<file path="src/rtl/uart_pkg.sv">
// rtl/uart_pkg.sv - shared FSM encoding and default sizing for the UART transmit scheduler
package uart_pkg;

    localparam int DEF_NUM_REQ        = 4;
    localparam int DEF_TIMEOUT_CYCLES = 8192;

    typedef enum logic [1:0] {
        ST_IDLE   = 2'd0,
        ST_LAUNCH = 2'd1,
        ST_WAIT   = 2'd2,
        ST_ACK    = 2'd3
    } state_t;

    // Index width for a requester id; a single requester still needs one bit.
    function automatic int id_width(input int n);
        return (n > 1) ? $clog2(n) : 1;
    endfunction

endpackage

</file>
<file path="src/rtl/uart_rr_arb.sv">
// rtl/uart_rr_arb.sv - combinational round-robin pick starting after the last grant
module uart_rr_arb
    import uart_pkg::*;
#(
    parameter  int NUM_REQ = DEF_NUM_REQ,
    localparam int IDW     = id_width(NUM_REQ)
) (
    input  logic [NUM_REQ-1:0] i_req,
    input  logic [IDW-1:0]     i_last_grant,
    output logic               o_valid,
    output logic [IDW-1:0]     o_winner
);

    // Walk last_grant+1, +2, ... with wrap; the first pending requester wins.
    always_comb begin
        int idx;
        o_valid  = 1'b0;
        o_winner = '0;
        idx      = 0;
        for (int i = 1; i <= NUM_REQ; i++) begin
            idx = int'(i_last_grant) + i;
            if (idx >= NUM_REQ) begin
                idx = idx - NUM_REQ;
            end
            if (!o_valid && i_req[idx[IDW-1:0]]) begin
                o_valid  = 1'b1;
                o_winner = idx[IDW-1:0];
            end
        end
    end

endmodule

</file>
<file path="src/rtl/uart_tx_sched.sv">
// rtl/uart_tx_sched.sv - round-robin byte scheduler for one UART transmitter (optional WAIT timeout: UART_TX_SCHED_TIMEOUT_EN)
module uart_tx_sched
    import uart_pkg::*;
#(
    parameter  int NUM_REQ        = DEF_NUM_REQ,
    parameter  int TIMEOUT_CYCLES = DEF_TIMEOUT_CYCLES,
    localparam int IDW            = id_width(NUM_REQ)
) (
    input  logic                 clk,
    input  logic                 reset,
    input  logic [NUM_REQ-1:0]   i_req,
    input  logic [8*NUM_REQ-1:0] i_data,
    input  logic                 i_tx_done,
    output logic                 o_tx_start,
    output logic [7:0]           o_tx_data,
    output logic [NUM_REQ-1:0]   o_ack,
    output logic [IDW-1:0]       o_grant_id,
    output logic                 o_busy,
    output logic                 o_timeout
);

    state_t           r_state;
    state_t           w_next;
    logic             w_valid;
    logic [IDW-1:0]   w_winner;
    logic [7:0]       w_sel_data;
    logic [7:0]       r_tx_data;
    logic [IDW-1:0]   r_grant_id;
    logic [IDW-1:0]   r_last_grant;
    logic             w_expire;

    uart_rr_arb #(
        .NUM_REQ (NUM_REQ)
    ) u_arb (
        .i_req        (i_req),
        .i_last_grant (r_last_grant),
        .o_valid      (w_valid),
        .o_winner     (w_winner)
    );

    // Byte of the requester the arbiter is currently pointing at.
    always_comb begin
        w_sel_data = i_data[7:0];
        for (int k = 0; k < NUM_REQ; k++) begin
            if (w_winner == IDW'(k)) begin
                w_sel_data = i_data[8*k +: 8];
            end
        end
    end

`ifdef UART_TX_SCHED_TIMEOUT_EN
    localparam int CW = (TIMEOUT_CYCLES > 1) ? $clog2(TIMEOUT_CYCLES) : 1;

    logic [CW-1:0] r_wait_cnt;
    logic          r_timed_out;

    assign w_expire = (r_wait_cnt == CW'(TIMEOUT_CYCLES - 1));

    // Count cycles spent in WAIT and remember whether WAIT ended by expiry.
    always_ff @(posedge clk or posedge reset) begin
        if (reset) begin
            r_wait_cnt  <= '0;
            r_timed_out <= 1'b0;
        end else begin
            if (r_state == ST_LAUNCH) begin
                r_wait_cnt  <= '0;
                r_timed_out <= 1'b0;
            end else if (r_state == ST_WAIT) begin
                r_wait_cnt  <= r_wait_cnt + 1'b1;
                r_timed_out <= !i_tx_done && w_expire;
            end
        end
    end

    assign o_timeout = (r_state == ST_ACK) && r_timed_out;
`else
    logic w_unused_timeout_cfg;

    assign w_unused_timeout_cfg = (TIMEOUT_CYCLES > 0);
    assign w_expire             = 1'b0;
    assign o_timeout            = 1'b0;
`endif

    // State register.
    always_ff @(posedge clk or posedge reset) begin
        if (reset) begin
            r_state <= ST_IDLE;
        end else begin
            r_state <= w_next;
        end
    end

    // Next-state and per-state strobes; done is only honoured while in WAIT.
    always_comb begin
        w_next     = r_state;
        o_tx_start = 1'b0;
        o_ack      = '0;
        o_busy     = 1'b1;
        case (r_state)
            ST_IDLE: begin
                o_busy = 1'b0;
                if (w_valid) begin
                    w_next = ST_LAUNCH;
                end
            end
            ST_LAUNCH: begin
                o_tx_start = 1'b1;
                w_next     = ST_WAIT;
            end
            ST_WAIT: begin
                if (i_tx_done || w_expire) begin
                    w_next = ST_ACK;
                end
            end
            ST_ACK: begin
                for (int k = 0; k < NUM_REQ; k++) begin
                    o_ack[k] = (r_grant_id == IDW'(k));
                end
                w_next = ST_IDLE;
            end
            default: begin
                w_next = ST_IDLE;
            end
        endcase
    end

    // Latch the winner's byte and id at grant; rotate priority on completion.
    always_ff @(posedge clk or posedge reset) begin
        if (reset) begin
            r_tx_data    <= 8'h00;
            r_grant_id   <= '0;
            r_last_grant <= IDW'(NUM_REQ - 1);
        end else begin
            if (r_state == ST_IDLE && w_valid) begin
                r_tx_data  <= w_sel_data;
                r_grant_id <= w_winner;
            end
            if (r_state == ST_ACK) begin
                r_last_grant <= r_grant_id;
            end
        end
    end

    assign o_tx_data  = r_tx_data;
    assign o_grant_id = r_grant_id;

endmodule

</file>
<file path="config.mk">
export PLATFORM = sky130hd
export DESIGN_NAME = uart_tx_sched
export DESIGN_NICKNAME = d
export VERILOG_FILES = /design/src/rtl/uart_pkg.sv /design/src/rtl/uart_rr_arb.sv /design/src/rtl/uart_tx_sched.sv
export SDC_FILE = /design/constraint.sdc
export NUM_CORES = 1
export LEC_CHECK = 0
export CORE_UTILIZATION = 30
export DETAILED_ROUTE_END_ITERATION = 10
export GPL_TIMING_DRIVEN = 0
export PLACE_DENSITY = 0.67
export SLEW_MARGIN = 20
export SYNTH_ARGS = -nofsm -noshare
export SYNTH_HDL_FRONTEND = slang
export SYNTH_HIERARCHICAL = 1
export SYNTH_SLANG_ARGS = --single-unit
</file>
<file path="constraint.sdc">
create_clock -name clk -period 2.05 [get_ports clk]
set_input_delay 0.205 -clock clk [delete_from_list [all_inputs] [get_ports clk]]
set_output_delay 0.205 -clock clk [all_outputs]
set_load 0.05 [all_outputs]
</file>
==> results by stage, run 1 <==
Critical path:
- The number of cell instances on the worst register-to-register path is 5.
- The worst register-to-register path ends at o_tx_data[1]$_DFFE_PP0P_.
- The kind of start point of the critical path is a register.
- Of all nets on the critical path, the largest fanout is 4.
- The arrival time at the worst endpoint is 1.71 ns.
- For this run, the slowest stage of the critical path takes 0.79 ns.
- The cell family contributing the most delay on the critical path is buffers and inverters.
- The worst setup path is captured at an output pin.
- The slowest stage of the critical path belongs to the cell clkdlybuf4s50_1.
- The critical path contains buffers and inverters numbering 2 combined.
- The kind of critical path is register to output pin.
- In this run the critical register-to-register path is launched from r_last_grant[1]$_DFFE_PP1P_.
- The critical path goes through inv_1 -> ha_1 -> clkdlybuf4s50_1.
- The required time at the worst-slack endpoint is 1.85 ns.
- In this run the register-to-register setup slack is 0.31 ns.

Logic synthesis:
- Dividing the synthesized area by the synthesized cell count gives 10.1 µm².
- The number of synthesized register bits is 14.
- In this run, synthesis inferred 0 flip-flops with an integrated enable.
- Sequential elements use 37.9% of the synthesized area.
- The synthesized design spends more area on one cell type than any other, namely dfrtp_1.
- Yosys printed 6 warnings.
- The top cell type's share of synthesized area is 32.2%.
- By area the synthesized netlist is led by dfrtp_1 32%, mux2i_1 18%, o221ai_1 6.6%.
- In this run the cell area of the synthesized design comes to 932 µm².
- The unique cell type count in the Yosys netlist is 27.
- The number of nets produced by synthesis is 135.
- Synthesis produced a netlist whose cell count is 92.
- The share of async-settable or async-resettable flops after synthesis is 100%.
- In the synthesized netlist the dominant register cell turns out to be dfrtp_1.

Global routing:
- Global routing used 15.3% of the available tracks across all layers.
- The sum of overflow across all layers after global routing is 0.
- The first-pass GRT wire length is 3980 µm.
- The number of antenna violations at the first check in global routing came to 0.
- Entering global routing, the biggest net connects 15 pins.
- The via count of the first global-routing pass is 916.

Pwr:
- Of the total power, the share spent switching nets is 49.2%.
- The fraction of power consumed by combinational cells is 66.6%.
- The peak supply drop is 0.615 mV.
- In this run the static leakage power is 0.704 nW.
- The net load switching power is 1.10 mW.
- Cell internal power was estimated by the tool at 1.14 mW.
- Dividing total power by cell area gives a power density of 1450 nW/µm².
- Sequential cells account for 24.5% of the total power.
- The clock network accounts for 8.9% of the total power.

Die:
- The effective utilization at floorplan is 32.7%.
- The area of the placeable core is 2850 µm².
- In this run the vertical extent of the chip is 57.7 µm.
- The count of standard-cell rows is 19.
- The width of the die is 57.7 µm.
- The number of top-level pins is 56.
- The die covers 3330 µm².

Timing:
- The remaining max-slew budget at the tightest pin is 64.3%.
- Setup violations remaining at the end of the flow were counted as 0.
- Derived from the worst setup path, the maximum achievable clock frequency is 523 MHz.
- The worst-margin pin slew is 0.534 ns.
- Clock skew on the completed layout was measured at 0.0123 ns.
- The total negative slack is 0 ns.
- The final cycle utilization of the critical path is 93.3%.
- The count of endpoints failing hold in the final timing report is 0.
- The number of pins exceeding their max-slew limit in the final report is 0.
- Setup repair after global routing left no endpoint under its margin.
- After layout, the minimum clock period comes to 1.91 ns.

Job:
- Max-cap violations in this run came to 0.

Clock network:
- In this run, post-CTS hold repair placed 0 buffers.
- The CTS tree is built.
- The TritonCTS buffer count is 3.
- The maximum buffer depth of the clock tree is 2.
- In this run the post-CTS setup repair buffer count came out at 0.
- CTS saw 14 sinks.
- After clock tree synthesis, the clock-pin slew on the worst setup and hold paths is 0.09 ns.
- The tree is rooted in a clkbuf_4.
- The source-to-sink clock delay at the later pin of the worst-skew pair is 0.28 ns.
- CTS built an H-tree with a depth of 1.
- In this run, post-CTS repair resized a total of 5 instances.

Hold path:
- The min-delay analysis places its worst path in the category primary input to asynchronous set/reset pin.

Routing:
- The DRC violation count after routing is 2.
- The number of DRC violations after detailed-routing iteration 0 is 25.
- The number of nets still failing antenna checks after routing is 0.
- The count of vias placed by the detailed router is 889.
- The routed design has 2500 µm of wire.
- The number of iterations in the first detailed-routing pass is 7.
- The average wire per cell in the routed design is 13.8 µm.
- The mean number of vias per cell is 4.91.

Layout:
- The post-route netlist has 11.3% of its cells at a drive strength greater than 1.
- The layout-stage area growth over the synthesis result is 65.4%.
- The final-stage net count is 194.
- The number of antenna diodes in the final layout is 0.
- Counting the fill cells in the layout gives 268.
- After the flow finishes, the layout carries non-filler instances totaling 181.

Outcome:
- The checks that failed: design-rule violations.
- The flow ran to the end, but the final reports show violations.

Place:
- The post-detailed-placement half-perimeter wirelength is 2040 µm.
- The cell count after placement is 177.
- At the end of routability-driven placement, the weighted congestion stood at 0.707.
- The number of buffer cells added on primary ports is 54.
==> logic make-up (layout without fill, tap and decap cells) <==
| group | Yosys count | in the layout | synth area share (%) |
|---|---|---|---|
| fa+ha+maj | 4 | 4 | 5.37 |
| simple gates | 25 | 25 | 12.9 |
| other cells | 1 | 1 | 0.402 |
| flops | 14 | 14 | 37.9 |
| mux | 20 | 20 | 21.9 |
| compound gates | 16 | 16 | 14.9 |
| buf+inv | 12 | 70 | 6.71 |
==> layout by cell type (no fill, tap or decap), drive strengths merged <==
cell type and instances:
conb 1, a2bb2oi 1, or2 1, o21ai 1
mux2i 17, nand3 1, nand2 13, nor3b 1
inv 7, o22a 1, and3b 1, buf 5
clkdlybuf4s50 49, dfrtp 12, a31oi 1, clkbuf 4
and2b 1, nand2b 3, o221ai 9, a21oi 3
and3 1, ha 4, mux2 3, dlygate4sd2 5
nor2 3, dfstp 2
==> through the flow <==
step	worst slack [ns]	power (mW)	util, %	hold slack, ns	area, µm²
2_1_floorplan	0.0261	1.60	-	0.0928	932
3_5_place_dp	0.109	2.08	53.0	0.476	1510
5_1_grt	0.0733	2.39	54.0	0.296	1540
4_1_cts	0.118	2.26	54.0	0.262	1540
3_3_place_gp	0.144	2.05	53.0	0.471	1510
6_report	0.137	2.24	54.0	0.250	1540
==> power by group through the flow <==
stage | Combinational [mW] | Sequential [mW] | Clock [mW]
5_1_grt | 1.59 | 0.574 | 0.218
3_5_place_dp | 1.53 | 0.555 | 0
2_1_floorplan | 0.722 | 0.873 | 0
4_1_cts | 1.51 | 0.550 | 0.203
6_report | 1.49 | 0.548 | 0.199
3_3_place_gp | 1.50 | 0.550 | 0
==> cell usage after synthesis, types with 2 or more instances <==
master / n
a21oi_1: 2
buf_2: 2
buf_4: 2
dfrtp_1: 12
dfstp_2: 2
ha_1: 4
inv_1: 7
mux2_2: 3
mux2i_1: 17
nand2_1: 13
nand2b_1: 3
nor2_1: 3
o221ai_1: 7
o221ai_2: 2
==> flip-flops by register name, indices dropped and copies added (netlist names) <==
| name | count |
|---|---|
| o_grant_id | 2 |
| o_tx_data | 8 |
| r_state | 2 |
| r_last_grant | 2 |
==> layout make-up <==
| cell class | instances | area, µm² | area share, % |
|---|---|---|---|
| Buffer | 5 | 36.3 | 2.35 |
| Sequential cell | 14 | 353 | 22.9 |
| Multi-Input combinational cell | 66 | 517 | 33.5 |
| Tap cell | 31 | 38.8 | 2.52 |
| Clock buffer | 4 | 36.3 | 2.35 |
| Timing Repair Buffer | 54 | 534 | 34.7 |
| Inverter | 7 | 26.3 | 1.70 |
==> routing by layer <==
metal | part of all wire, % | global-route usage (%) | up-vias
met3 | 3.5 | 1.34 | 2
li1 | - | - | 443
met4 | 1.0 | 5.44 | 0
met5 | 0 | 0 | -
met2 | 53 | 30.6 | 22
met1 | 42 | 16.7 | 422
==> how the worst max path moves through the flow <==
stage                               end                      start  cells after the start  slack, ns
2_1_floorplan                  o_ack[0]  o_grant_id[0]$_DFFE_PP0P_                      1       0.03
3_3_place_gp   o_tx_data[3]$_DFFE_PP0P_                   i_req[1]                      8       0.14
3_5_place_dp   o_tx_data[1]$_DFFE_PP0P_                   i_req[0]                      8       0.11
4_1_cts                      o_tx_start     r_state[1]$_DFFE_PP0P_                      3       0.12
5_1_grt                      o_tx_start     r_state[1]$_DFFE_PP0P_                      3       0.07
6_report                     o_tx_start     r_state[1]$_DFFE_PP0P_                      3       0.14
No activity file was read; power rests on OpenSTA's default activity.
==> run 2, diff against run 1 <==
--- a/config.mk
+++ b/config.mk
@@ -6,6 +6,7 @@
 export NUM_CORES = 1
 export LEC_CHECK = 0
 export CORE_UTILIZATION = 30
+export CTS_CLUSTER_DIAMETER = 80
 export DETAILED_ROUTE_END_ITERATION = 10
 export GPL_TIMING_DRIVEN = 0
 export PLACE_DENSITY = 0.67
==> constraint.sdc (replaced) <==
create_clock -name clk -period 2.05 [get_ports clk]
set_input_delay 0.205 -clock clk [delete_from_list [all_inputs] [get_ports clk]]
set_output_delay 0.205 -clock clk [all_outputs]
set_load 0.02 [all_outputs]
==> results by stage, run 2 (synthesized netlist as in run 1, its figures left out) <==
Layout:
- The flip-flop count of the largest register after layout was 8 (unchanged).
- The area of all placed cells without fillers is 1550 µm² (+0.73%).
- The layout-stage area growth over the synthesis result is 66.6%.
- Leaving out fill and tap cells, the most frequent cell in the layout is clkdlybuf4s50_1.
- The top cell types in the final layout, fill and taps aside, are 53 x clkdlybuf4s50_1, 17 x mux2i_1, 13 x nand2_1.
- The layout cell share with drive strength beyond 1 is 12.0% (+0.67 points).
- The final-stage net count is 194 (unchanged).
- The antenna diode count is 0 (unchanged).

Outcome:
- The run finished, with violations left.
- The checks that failed: design-rule violations.

Global routing:
- The via count of the first global-routing pass came to 914 (-0.22%).
- The number of antenna violations at the first check in global routing was 0 (unchanged).
- The first-pass GRT wire length came to 3960 µm (-0.53%).
- The pin count of the biggest net entering global routing is 15 (unchanged).
- The overall global routing resource usage is 15.3% (-0.094 points).
- The sum of overflow across all layers after global routing is 0 (unchanged).

Die:
- The area of the placeable core came to 2850 µm² (unchanged).
- The count of standard-cell rows came to 19 (unchanged).
- The effective utilization at floorplan came to 32.7% (unchanged).
- The height of the die came to 57.7 µm (unchanged).
- The width of the die is 57.7 µm (unchanged).
- The area enclosed by the die boundary came to 3330 µm² (unchanged).
- The number of top-level pins is 56 (unchanged).

Timing:
- The final cycle utilization of the critical path is 92.8% (-0.49 points).
- The clock skew after layout came to 0.0123 ns (unchanged).
- The timing-limited maximum frequency is 526 MHz (+0.53%).
- The remaining max-slew budget at the tightest pin was 64.3% (unchanged).
- The total negative slack is 0 ns (unchanged).
- The total of endpoints with negative setup slack in the final report is 0 (unchanged).
- Setup repair after global routing left no endpoint under its margin.
- The post-route minimum period is 1.90 ns (-0.0101 ns).
- The worst-margin pin slew is 0.534 ns (unchanged).
- The count of endpoints failing hold in the final timing report is 0 (unchanged).
- The minimum setup slack in the final design is 0.147 ns (+0.0101 ns).
- The number of pins exceeding their max-slew limit in the final report came to 0 (unchanged).

Critical path:
- The arrival time at the worst endpoint is 1.70 ns (about the same).
- The longest individual stage delay on the worst path is 0.60 ns (-0.19 ns).
- The number of cell instances on the worst register-to-register path is 5 (unchanged).
- The required time at the worst-slack endpoint is 1.85 ns (about the same).
- Among cell families on the critical path, the largest total delay comes from buffers and inverters.
- The worst setup path is of the register to output pin kind.
- The slowest stage cell on the critical path is clkdlybuf4s50_1.
- The kind of start point of the critical path is a register.
- STA classifies the critical path endpoint as an output pin.
- The worst register-to-register path begins at r_last_grant[1]$_DFFE_PP1P_.
- By instance count, the cell type seen most on the critical path is inv_1.
- The worst-path maximum fanout was 4 (unchanged).
- The count of buffering cells on the critical path with inverters included came to 3 (+1).
- The worst register-to-register path ends at o_tx_data[1]$_DFFE_PP0P_.
- The critical path goes through inv_1 -> ha_1 -> inv_1 -> clkdlybuf4s50_1.
- The setup slack of the most critical reg-to-reg path is 0.31 ns (about the same).

Routing:
- The highest metal layer carrying signal wires in the routed design is met4.
- The met2 wire length is 1330 µm (about the same).
- The number of nets still failing antenna checks after routing came to 0 (unchanged).
- The average wire per cell in the routed design came to 13.8 µm (about the same).
- The mean number of vias per cell is 4.91 (unchanged).
- The count of vias placed by the detailed router came to 889 (unchanged).
- The DRC violation count after routing is 2 (unchanged).
- The post-detailed-routing wire length is 2500 µm (about the same).
- The number of iterations in the first detailed-routing pass is 7 (unchanged).
- The routed length on met3 is 87 µm (unchanged).
- The number of DRC violations after detailed-routing iteration 0 came to 18 (-28%).
- The wire length on met1 is 1060 µm (unchanged).

Pwr:
- The switching part of the total is 40.5% (-8.7 points).
- The cell-internal power is 1.16 mW (+2.1%).
- The peak supply drop is 0.517 mV (-16%).
- The total power divided by cell area came to 1250 nW/µm² (-14%).
- The final total power came to 1.95 mW (-13%).
- The fraction of power consumed by combinational cells is 61.6% (-5.0 points).
- The cell leakage power is 0.702 nW (-0.29%).
- The relative contribution of the clock network to total power is 10.2% (+1.3 points).
- The net load switching power is 788 µW (-28%).
- The portion of total power attributed to sequential cells is 28.2% (+3.7 points).

Place:
- The total placed instance area is 1510 µm² (unchanged).
- The post-detailed-placement half-perimeter wirelength is 2040 µm (unchanged).
- The number of buffer cells added on primary ports came to 54 (unchanged).
- The minimum setup slack after placement is 0.109 ns (unchanged).
- The last weighted congestion value of the routability-driven placer came to 0.707 (unchanged).

Clock network:
- The maximum buffer depth of the clock tree came to 2 (unchanged).
- The number of setup buffers added after CTS is 0 (unchanged).
- The TritonCTS buffer count was 3 (unchanged).
- The clock input transition at the sequential cells of the worst setup and hold paths came to 0.09 ns (about the same).
- The post-cts gate resize count is 0 (-5).
- TritonCTS built the clock tree.
- The total clock sinks is 14 (unchanged).
- The root buffer cell is clkbuf_4.
- The source-to-sink clock delay at the later pin of the worst-skew pair was 0.28 ns (about the same).
- The number of hold-repair buffers added at the cts stage is 0 (unchanged).
- The H-tree depth is 1 (unchanged).

Job:
- The count of maximum capacitance violations is 0 (unchanged).

Hold path:
- The path class of the tightest hold or removal check is primary input to asynchronous set/reset pin.
==> run 2: layout make-up <==
class	count	area, µm²
buffer	5	36.3
tap	31	38.8
fill	269	1300
sequential	14	353
clock buffer	4	36.3
multi-input combinational	66	519
inverter	7	26.3
timing repair buffer	54	543
==> run 2: power groups by stage <==
| stage | sequential (mW) | combinational, mW | clock [mW] |
|---|---|---|---|
| 2_1_floorplan | 0.656 | 0.629 | 0 |
| 3_3_place_gp | 0.550 | 1.19 | 0 |
| 3_5_place_dp | 0.555 | 1.22 | 0 |
| 4_1_cts | 0.550 | 1.22 | 0.203 |
| 5_1_grt | 0.575 | 1.30 | 0.218 |
| 6_report | 0.548 | 1.20 | 0.199 |
==> run 2: per-stage QoR <==
| step | instances | util [%] | hold WS (ns) |
|---|---|---|---|
| final | 181 | 54.4 | 0.250 |
| after floorplan | 92 | - | 0.0928 |
| after global placement | 177 | 53.0 | 0.471 |
| after detailed placement | 177 | 53.0 | 0.476 |
| after global routing | 181 | 54.4 | 0.296 |
| after CTS | 181 | 54.3 | 0.262 |
==> run 2: layer usage <==
layer / GRT usage (%) / vias up
li1: - / 443
met1: 16.7 / 422
met2: 30.2 / 22
met3: 1.34 / 2
met4: 5.44 / 0
met5: 0 / -
==> run 2: worst max-delay path by stage <==
stage / startpoint / depth (start not counted) / endpoint / slack [ns]
2_1_floorplan: r_last_grant[1]$_DFFE_PP1P_ / 6 / o_tx_data[3]$_DFFE_PP0P_ / 0.52
3_3_place_gp: i_req[1] / 8 / o_tx_data[3]$_DFFE_PP0P_ / 0.14
3_5_place_dp: i_req[0] / 8 / o_tx_data[1]$_DFFE_PP0P_ / 0.11
4_1_cts: r_state[0]$_DFFE_PP0P_ / 3 / o_ack[0] / 0.07
5_1_grt: r_state[0]$_DFFE_PP0P_ / 4 / o_ack[1] / 0.04
6_report: r_state[0]$_DFFE_PP0P_ / 4 / o_busy / 0.15
